[src/rtl/pwm_pkg.sv]
// Shared PWM definitions: capture FSM states and default counter sizing.
// Also used by the generator side.
package pwm_pkg;

    typedef enum logic [1:0] {
        WAIT_LOW  = 2'd0,
        WAIT_RISE = 2'd1,
        HIGH      = 2'd2,
        LOW       = 2'd3
    } pwm_state_t;

    localparam int unsigned PWM_WIDTH_DEF   = 28;
    localparam int unsigned PWM_TIMEOUT_DEF = 50_000_000;

    // Edges needed after reset before the synchronised level reflects the pin
    localparam logic [1:0] SETTLE_CYCLES = 2'd3;

endpackage

[src/rtl/pwm_capture_if.sv]
// Result/handshake bundle between the PWM capture block and the Nios PIO.
// The capture side is the slave; the Nios side is the master.
interface pwm_capture_if
    import pwm_pkg::*;
#(
    parameter int unsigned WIDTH = PWM_WIDTH_DEF
);
    logic             ACK;
    logic [WIDTH-1:0] PERIOD;
    logic [WIDTH-1:0] HIGH_TIME;
    logic             NEW;
    logic             OVERRUN;
    logic             STUCK;
    logic             LEVEL;

    modport master (
        output ACK,
        input  PERIOD, HIGH_TIME, NEW, OVERRUN, STUCK, LEVEL
    );

    modport slave (
        input  ACK,
        output PERIOD, HIGH_TIME, NEW, OVERRUN, STUCK, LEVEL
    );

endinterface

[src/rtl/pwm_capture_sync_edge_det.sv]
// Two-flop synchroniser plus registered edge detector for an asynchronous pin.
// level is aligned with rise/fall: it is 1 in the cycle a rise pulse is seen.
module sync_edge_det (
    input  logic CLK,
    input  logic RST,
    input  logic d,
    output logic level,
    output logic rise,
    output logic fall
);

    logic sync1_r;
    logic sync2_r;
    logic prev_r;
    logic rise_r;
    logic fall_r;

    // Synchroniser, previous-level register and one-cycle edge pulses
    always_ff @(posedge CLK) begin
        if (RST) begin
            sync1_r <= 1'b0;
            sync2_r <= 1'b0;
            prev_r  <= 1'b0;
            rise_r  <= 1'b0;
            fall_r  <= 1'b0;
        end else begin
            sync1_r <= d;
            sync2_r <= sync1_r;
            prev_r  <= sync2_r;
            rise_r  <= sync2_r & ~prev_r;
            fall_r  <= ~sync2_r & prev_r;
        end
    end

    assign level = prev_r;
    assign rise  = rise_r;
    assign fall  = fall_r;

endmodule

[src/rtl/pwm_capture.sv]
// PWM period / high-time measurement with stuck-line timeout.
// Results are published to a Nios PIO and handshaken with ACK.
module pwm_capture
    import pwm_pkg::*;
#(
    parameter int unsigned WIDTH   = PWM_WIDTH_DEF,
    parameter int unsigned TIMEOUT = PWM_TIMEOUT_DEF
) (
    input  logic          CLK,
    input  logic          RST,
    input  logic          PWM_IN,
    pwm_capture_if.slave  bus
);

    localparam logic [WIDTH-1:0] CNT_ONE     = {{(WIDTH-1){1'b0}}, 1'b1};
    localparam logic [WIDTH-1:0] CNT_MAX     = {WIDTH{1'b1}};
    localparam logic [WIDTH-1:0] TIMEOUT_CNT = WIDTH'(TIMEOUT);

    logic             level_s;
    logic             rise_s;
    logic             fall_s;
    logic             settled_s;
    logic             timeout_s;
    logic             meas_done_s;
    logic             publish_s;

    pwm_state_t       state_r;
    logic [1:0]       settle_r;
    logic [WIDTH-1:0] cnt_r;
    logic [WIDTH-1:0] hi_lat_r;
    logic [WIDTH-1:0] period_r;
    logic [WIDTH-1:0] high_time_r;
    logic             new_r;
    logic             overrun_r;
    logic             stuck_r;
    logic             level_r;

    sync_edge_det u_sync (
        .CLK   (CLK),
        .RST   (RST),
        .d     (PWM_IN),
        .level (level_s),
        .rise  (rise_s),
        .fall  (fall_s)
    );

    // An edge in the same cycle as cnt==TIMEOUT suppresses the timeout
    assign settled_s   = (settle_r == SETTLE_CYCLES);
    assign timeout_s   = (cnt_r == TIMEOUT_CNT) && !rise_s && !fall_s;
    assign meas_done_s = (state_r == LOW) && rise_s;
    assign publish_s   = meas_done_s || timeout_s;

    // Hold off WAIT_LOW until the sync pipeline has seen the pin after reset
    always_ff @(posedge CLK) begin
        if (RST) begin
            settle_r <= 2'd0;
        end else if (!settled_s) begin
            settle_r <= settle_r + 2'd1;
        end else begin
            settle_r <= settle_r;
        end
    end

    // Cycle counter: restarts on every rise and on timeout, saturates at all-ones
    always_ff @(posedge CLK) begin
        if (RST) begin
            cnt_r <= CNT_ONE;
        end else if (rise_s || timeout_s) begin
            cnt_r <= CNT_ONE;
        end else if (cnt_r != CNT_MAX) begin
            cnt_r <= cnt_r + CNT_ONE;
        end else begin
            cnt_r <= cnt_r;
        end
    end

    // Measurement FSM, high-time latch and published result/flag registers
    always_ff @(posedge CLK) begin
        if (RST) begin
            state_r     <= WAIT_LOW;
            hi_lat_r    <= {WIDTH{1'b0}};
            period_r    <= {WIDTH{1'b0}};
            high_time_r <= {WIDTH{1'b0}};
            new_r       <= 1'b0;
            overrun_r   <= 1'b0;
            stuck_r     <= 1'b0;
            level_r     <= 1'b0;
        end else begin
            if (timeout_s) begin
                state_r <= level_s ? WAIT_LOW : WAIT_RISE;
            end else begin
                case (state_r)
                    WAIT_LOW: begin
                        if (settled_s && !level_s) begin
                            state_r <= WAIT_RISE;
                        end else begin
                            state_r <= WAIT_LOW;
                        end
                    end
                    WAIT_RISE: begin
                        if (rise_s) begin
                            state_r <= HIGH;
                        end else begin
                            state_r <= WAIT_RISE;
                        end
                    end
                    HIGH: begin
                        if (fall_s) begin
                            state_r  <= LOW;
                            hi_lat_r <= cnt_r;
                        end else begin
                            state_r <= HIGH;
                        end
                    end
                    LOW: begin
                        if (rise_s) begin
                            state_r <= HIGH;
                        end else begin
                            state_r <= LOW;
                        end
                    end
                    default: begin
                        state_r <= WAIT_LOW;
                    end
                endcase
            end

            // A publish outranks a coincident ACK so no result is silently lost
            if (publish_s) begin
                period_r    <= timeout_s ? {WIDTH{1'b0}} : cnt_r;
                high_time_r <= timeout_s ? {WIDTH{1'b0}} : hi_lat_r;
                stuck_r     <= timeout_s;
                level_r     <= timeout_s ? level_s : level_r;
                new_r       <= 1'b1;
                overrun_r   <= overrun_r | (new_r & ~bus.ACK);
            end else if (bus.ACK && new_r) begin
                new_r     <= 1'b0;
                overrun_r <= 1'b0;
            end else begin
                new_r     <= new_r;
                overrun_r <= overrun_r;
            end
        end
    end

    assign bus.PERIOD    = period_r;
    assign bus.HIGH_TIME = high_time_r;
    assign bus.NEW       = new_r;
    assign bus.OVERRUN   = overrun_r;
    assign bus.STUCK     = stuck_r;
    assign bus.LEVEL     = level_r;

endmodule

[src/flat_wrapper.sv]
// flat-port wrapper written by rule: the top's interface ports become plain ports
module pwm_capture_flat import pwm_pkg::*;
#(
    parameter int unsigned WIDTH   = PWM_WIDTH_DEF,
    parameter int unsigned TIMEOUT = PWM_TIMEOUT_DEF
)
  (CLK, RST, PWM_IN, bus_ACK, bus_PERIOD, bus_HIGH_TIME, bus_NEW, bus_OVERRUN, bus_STUCK, bus_LEVEL);
  pwm_capture_if #(.WIDTH(WIDTH)) bus_i ();
  input  logic CLK;
  input  logic RST;
  input  logic PWM_IN;
  input wire logic [$bits(bus_i.ACK)-1:0] bus_ACK;
  output wire logic [$bits(bus_i.PERIOD)-1:0] bus_PERIOD;
  output wire logic [$bits(bus_i.HIGH_TIME)-1:0] bus_HIGH_TIME;
  output wire logic [$bits(bus_i.NEW)-1:0] bus_NEW;
  output wire logic [$bits(bus_i.OVERRUN)-1:0] bus_OVERRUN;
  output wire logic [$bits(bus_i.STUCK)-1:0] bus_STUCK;
  output wire logic [$bits(bus_i.LEVEL)-1:0] bus_LEVEL;
  assign bus_i.ACK = bus_ACK;
  assign bus_PERIOD = bus_i.PERIOD;
  assign bus_HIGH_TIME = bus_i.HIGH_TIME;
  assign bus_NEW = bus_i.NEW;
  assign bus_OVERRUN = bus_i.OVERRUN;
  assign bus_STUCK = bus_i.STUCK;
  assign bus_LEVEL = bus_i.LEVEL;
  pwm_capture #(.WIDTH(WIDTH), .TIMEOUT(TIMEOUT)) u_core (.CLK(CLK), .RST(RST), .PWM_IN(PWM_IN), .bus(bus_i));
endmodule
[config.mk]
export PLATFORM = sky130hd
export DESIGN_NAME = pwm_capture_flat
export DESIGN_NICKNAME = d
export VERILOG_FILES = /design/src/rtl/pwm_pkg.sv /design/src/rtl/pwm_capture_if.sv /design/src/rtl/pwm_capture_sync_edge_det.sv /design/src/rtl/pwm_capture.sv /design/src/flat_wrapper.sv
export SDC_FILE = /design/constraint.sdc
export NUM_CORES = 1
export LEC_CHECK = 0
export BUFFER_PORTS_ARGS = -buffer_cell sky130_fd_sc_hd__buf_2
export CORE_UTILIZATION = 46
export CTS_BUF_LIST = sky130_fd_sc_hd__clkbuf_4
export CTS_CLUSTER_SIZE = 10
export DETAILED_ROUTE_END_ITERATION = 10
export HOLD_SLACK_MARGIN = 0.15
export PLACE_DENSITY = 0.74
export SLEW_MARGIN = 20
export SYNTH_ARGS = -nofsm -noshare
export SYNTH_HDL_FRONTEND = slang
export SYNTH_SLANG_ARGS = --single-unit
[constraint.sdc]
create_clock -name CLK -period 2 [get_ports CLK]
set_clock_uncertainty 0.15 [all_clocks]
set_input_delay 0.4 -clock CLK [delete_from_list [all_inputs] [get_ports CLK]]
set_output_delay 0.4 -clock CLK [all_outputs]
set_load 0.05 [all_outputs]
======== Word level (Yosys, flattened, before mapping) ========
Index checks and enable logic that the tools add are counted.
operators by class
  add/subtract/negate cells ............... 2
  equality and inequality tests ........... 6
  multiplexer cells ....................... 12
  bitwise logic cells ..................... 8
  reductions and logical operators ........ 15
operators with widths
  operator                                                number
  2-to-1 mux 28 bit                                       2
  adder 28 x 1 -> 28 bit (second input constant)          1
  equality test 28 x 26 -> 1 bit (second input constant)  1
  inequality test 28 bit (second input constant)          1
  one-hot mux 2 bit (4 select lines)                      1
  2-to-1 mux 1 bit                                        7
  equality test 2 bit (second input constant)             3
  logical AND 1 bit                                       5
  2-to-1 mux 2 bit                                        2
  NOT 1 bit                                               4
  AND 1 bit                                               3
  logical NOT 1 bit                                       3
  AND reduction 3 bit                                     1
  adder 2 x 1 -> 2 bit (second input constant)            1
  equality test 2 x 1 -> 1 bit (second input constant)    1
  logical NOT 2 bit                                       1
  logical OR 1 bit                                        2
  AND reduction 2 bit                                     1
  nonzero test 2 bit                                      1
  OR reduction 2 bit                                      1
  OR 1 bit                                                1
storage, ports and cells
  register bits after elaboration ......... 125
  logic and storage cells ................. 58

======== Depth between registers and ports, before layout ========
  word-level depth ........................ 5
  mapped depth ............................ 8
  mapped depth without buffers ............ 6

======== Modules after synthesis ========
Synthesis repeated with hierarchy kept, for this count alone.
second synthesis, totals
  cells, all modules ...................... 590
  area, all modules ....................... 4931.0 µm²
modules (own cells, without submodules)
  module         times used  cells an instance  area each (µm²)  seq. area each (µm²)
  pwm_capture    1           580                4797.1           2402.3
  sync_edge_det  1           10                 133.9            100.1

======== Worst setup path before layout ========
No wires, ideal clock.
  path type ............................... register to register
  start ................................... register u_core.cnt_r[0]
  end ..................................... register u_core.cnt_r[20]
  setup time .............................. 0.072 ns
  data arrival time ....................... 1.776 ns
  data required time ...................... 1.778 ns
  path slack .............................. 0.003 ns
  stages on the path, launching flop included .. 7
  buffers on the path ..................... 1
  clock period less this slack ............ 1.997 ns
  cells stage by stage .................... dfxtp_1 -> ha_1 -> nand4_1 -> or4_1 -> buf_2 -> nor4_1 -> mux2i_1
on the way
  longest elaborated chain between the ends .. 5
ends and longest elaborated chain
  element                                                         RTL line           source
  start: declaration                                              pwm_capture.sv:29  logic [WIDTH-1:0] cnt_r;
  start signal: assignment                                        pwm_capture.sv:71  cnt_r <= cnt_r + CNT_ONE;
  start signal: assignment                                        pwm_capture.sv:73  cnt_r <= cnt_r;
  branches (longest 5 deep; another with adder 28 x 1 -> 28 bit)  --
Parallel ways; which one is timed is not known.
A chain may end at the register's enable or synchronous reset.

======== Worst setup path in the final report ========
  start ................................... register u_core.cnt_r[15]
  end ..................................... register u_core.cnt_r[21]
Same word-level chain as after synthesis.

==> impl_metrics.yaml <==
final_layout:
  layout_commonest_cell: "nand2_1"
  final_core_utilization_pct: 60.7
  final_cell_area_um2: 6670
  n_antenna_cell: 0
  nFillCells: 983
  layout_common_cells: "nand2_1, dfxtp_1, a21oi_1"
  area_delta_synth_final_pct: 27.1
  drive_gt1_share_pct: 26.6
  fin_nets: 781
global_routing:
  antenna_found_initial: 0
  grt_pass1_wl_um: 23200
  grt_max_degree: 54
  globalRouteTotalUtil_pct: 25.2
  first_global_vias: 4811
  grt_overflow: 0
critical_path:
  end_kind: "flip-flop"
  cp.required_ps: 2320
  crit_fanout: 4
  critPathArrivalTime_ps: 2350
  cp_slowest_stage_delay_ps: 380
  worst-setup-path-type: "reg2reg"
  cp_cell_sequence: "buf_4, and4_1, nand3_1, a2111oi_1, buf_4, mux2i_1"
  cp_slowest_cell: "dfxtp_1"
  cp_common_cell: "buf_4"
  startpoint_type: "flip-flop"
synth:
  synth_cell_types: 44
  syn-num-nets: 666
  ys_warn_count: 0
  synth_edf_count: 0
  netlist_area_um2: 5250
  syn_inst: 659
  ys_ff_latch: 125
  synthFlopType: "dfxtp_1"
  synth.avg_cell_area_um2: 7.96
  ys_seq_area_share_pct: 47.7
  async_flop_share_pct: 0
sta:
  worstMarginPinSlew_ps: 517
  finalCritPeriodShare_pct: 101
  max_freq_ghz: 0.493
  fin_ws_ps: -29.8
  setup_violations: 1
  rsz0062_at_grt: "yes"
  maxSlewHeadroom_pct: 65.6
  period_needed_ps: 2030
  hold_viol: 0
  maxSlewViolCount: 0
clocking:
  cts-buffers-inserted: 17
  htreeDepth: 4
  clock_latency_ps: 540
  clockBufferDepth: 2
  path_clk_slew_ps: 110
  cts-root-buf: "clkbuf_4"
  cts_tree: "built"
  clock-sinks: 125
placed_design:
  placed_cell_area_um2: 6190
  gp_congestion: 0.951
  place_hpwl_um: 10100
  port_buffers: 63
run:
  cap_violations: 0
route:
  routed_wl_um: 14100
  vias_per_cell: 5.49
  drt_iter0_drc: 411
  antenna_left: 0
  drc: 0
  drtPass1Iterations: 5
  post_drt_wl_per_cell_um: 15.3
  via_count: 5089
die:
  design.die.area_um2: 11800
  ioPinCount: 64
  start_util_pct: 47.8
  dieHeight_um: 109
  rows: 38
  core_um2: 11000
  die_x_um: 109
min_path:
  hold_path.class: "reg2reg"
pwr:
  power_density_nw_per_um2: 684
  p_leak_nw: 2.54
  vdd_ir_drop_max_mv: 0.330
outcome:
  status: "complete, but fails checks"
  violations: "negative setup slack"
==> synthesized netlist by cell type (all sizes together) (4+ instances only) <==
| library cell | number | area share (%) |
|---|---|---|
| nand4 | 8 | 0.95 |
| and4 | 6 | 1.0 |
| nor2b | 4 | 0.48 |
| o21ai | 13 | 1.2 |
| o2111ai | 11 | 1.8 |
| nor3 | 13 | 1.2 |
| nand3 | 31 | 3.0 |
| nor2 | 4 | 0.29 |
| a211oi | 5 | 0.72 |
| or4 | 4 | 0.57 |
| nor4b | 6 | 1.0 |
| inv | 12 | 0.86 |
| a2111oi | 7 | 1.2 |
| nand2 | 182 | 13 |
| mux2i | 20 | 3.8 |
| dfxtp | 125 | 48 |
| clkbuf | 42 | 3.1 |
| buf | 18 | 1.7 |
| and3 | 6 | 0.72 |
| nor4 | 8 | 1.2 |
| a21oi | 100 | 9.5 |
| or3 | 9 | 1.1 |
==> critical path: cells and delay by family, from the launching register on <==
| family | cells | cell delay (ps) |
|---|---|---|
| buffers and inverters | 2 | 330 |
| and+or+nand+nor | 2 | 550 |
| AOI/OAI and AO/OA | 1 | 380 |
| muxes | 1 | 160 |
| DFF | 1 | 380 |
==> flip-flops by register name, summed over array words and instances, names as in the netlist, 2 cells and up <==
register	count
u_core.bus.PERIOD	28
u_core.bus.HIGH_TIME	28
u_core.cnt_r	28
u_core.state_r	2
u_core.settle_r	2
u_core.hi_lat_r	28
==> layout make-up <==
class / count / area, um2 / share of cell area [%]
clock buffers: 19 / 143 / 2.14
clock inverters: 13 / 149 / 2.23
inverters: 14 / 52.6 / 0.788
multi-input cells: 460 / 2580 / 38.7
flip-flops and latches: 125 / 2510 / 37.6
well taps: 140 / 175 / 2.63
repair buffers: 156 / 1060 / 15.9
==> routing by layer <==
layer | wire [um] | up-vias | GRT usage, %
li1 | - | 2525 | -
met1 | 6470 | 2384 | 32.6
met2 | 6720 | 156 | 40.5
met3 | 704 | 24 | 5.98
met4 | 238 | 0 | 9.46
met5 | 0 | - | 0
==> kinds of logic (layout without fill, tap and decap cells) <==
kind of cell    after synthesis  in the layout  synth area share (%)
mux                          20             20                  3.81
simple gates                286            286                  25.2
buf+inv                      74            202                  5.82
flops                       125            125                  47.7
xor+xnor                      1              1                 0.167
fa+ha+maj                     3              3                 0.715
compound gates              150            150                  16.6
==> path summary, 6_finish.rpt <==
path	startpoint	to	slack, ps	cells after the start
max reg2reg	u_core.cnt_r[15]$_SDFFE_PP0P_	u_core.cnt_r[21]$_SDFFE_PP0P_	-30	6
min	u_core.hi_lat_r[15]$_SDFFE_PP0P_	u_core.bus.HIGH_TIME[15]$_SDFFE_PP0P_	300	2
min reg2reg	u_core.hi_lat_r[15]$_SDFFE_PP0P_	u_core.bus.HIGH_TIME[15]$_SDFFE_PP0P_	300	2
max	u_core.cnt_r[15]$_SDFFE_PP0P_	u_core.cnt_r[21]$_SDFFE_PP0P_	-30	6
==> stage by stage <==
stage / setup TNS, ps / total power, mW / hold WS (ps) / std cells / setup WS [ps]
finish: -29.8 / 4.56 / 301 / 927 / -29.8
global route: -186 / 4.75 / 325 / 927 / -78.6
CTS: 0 / 4.60 / 301 / 923 / 5.39
detailed placement: -175 / 2.79 / 294 / 888 / -81.1
global placement: -7.79 / 2.78 / 281 / 888 / -7.79
floorplan: 0 / 2.71 / 238 / 659 / 2.67
==> where the power goes <==
part	total (mW)	switching, mW	internal (mW)
logic	0.217	0.119	0.0974
clock network	1.81	0.931	0.880
registers	2.54	0.0235	2.51
==> timing repair <==
item                                   4_1_cts  5_1_grt
buffers inserted                             0        4
gates resized for setup                      7       23
setup endpoints to repair                    9       50
pin swaps                                    0        2
hold buffers                                 3        0
endpoints found under the hold margin       11        0
Power figures use the tool's default switching activity.
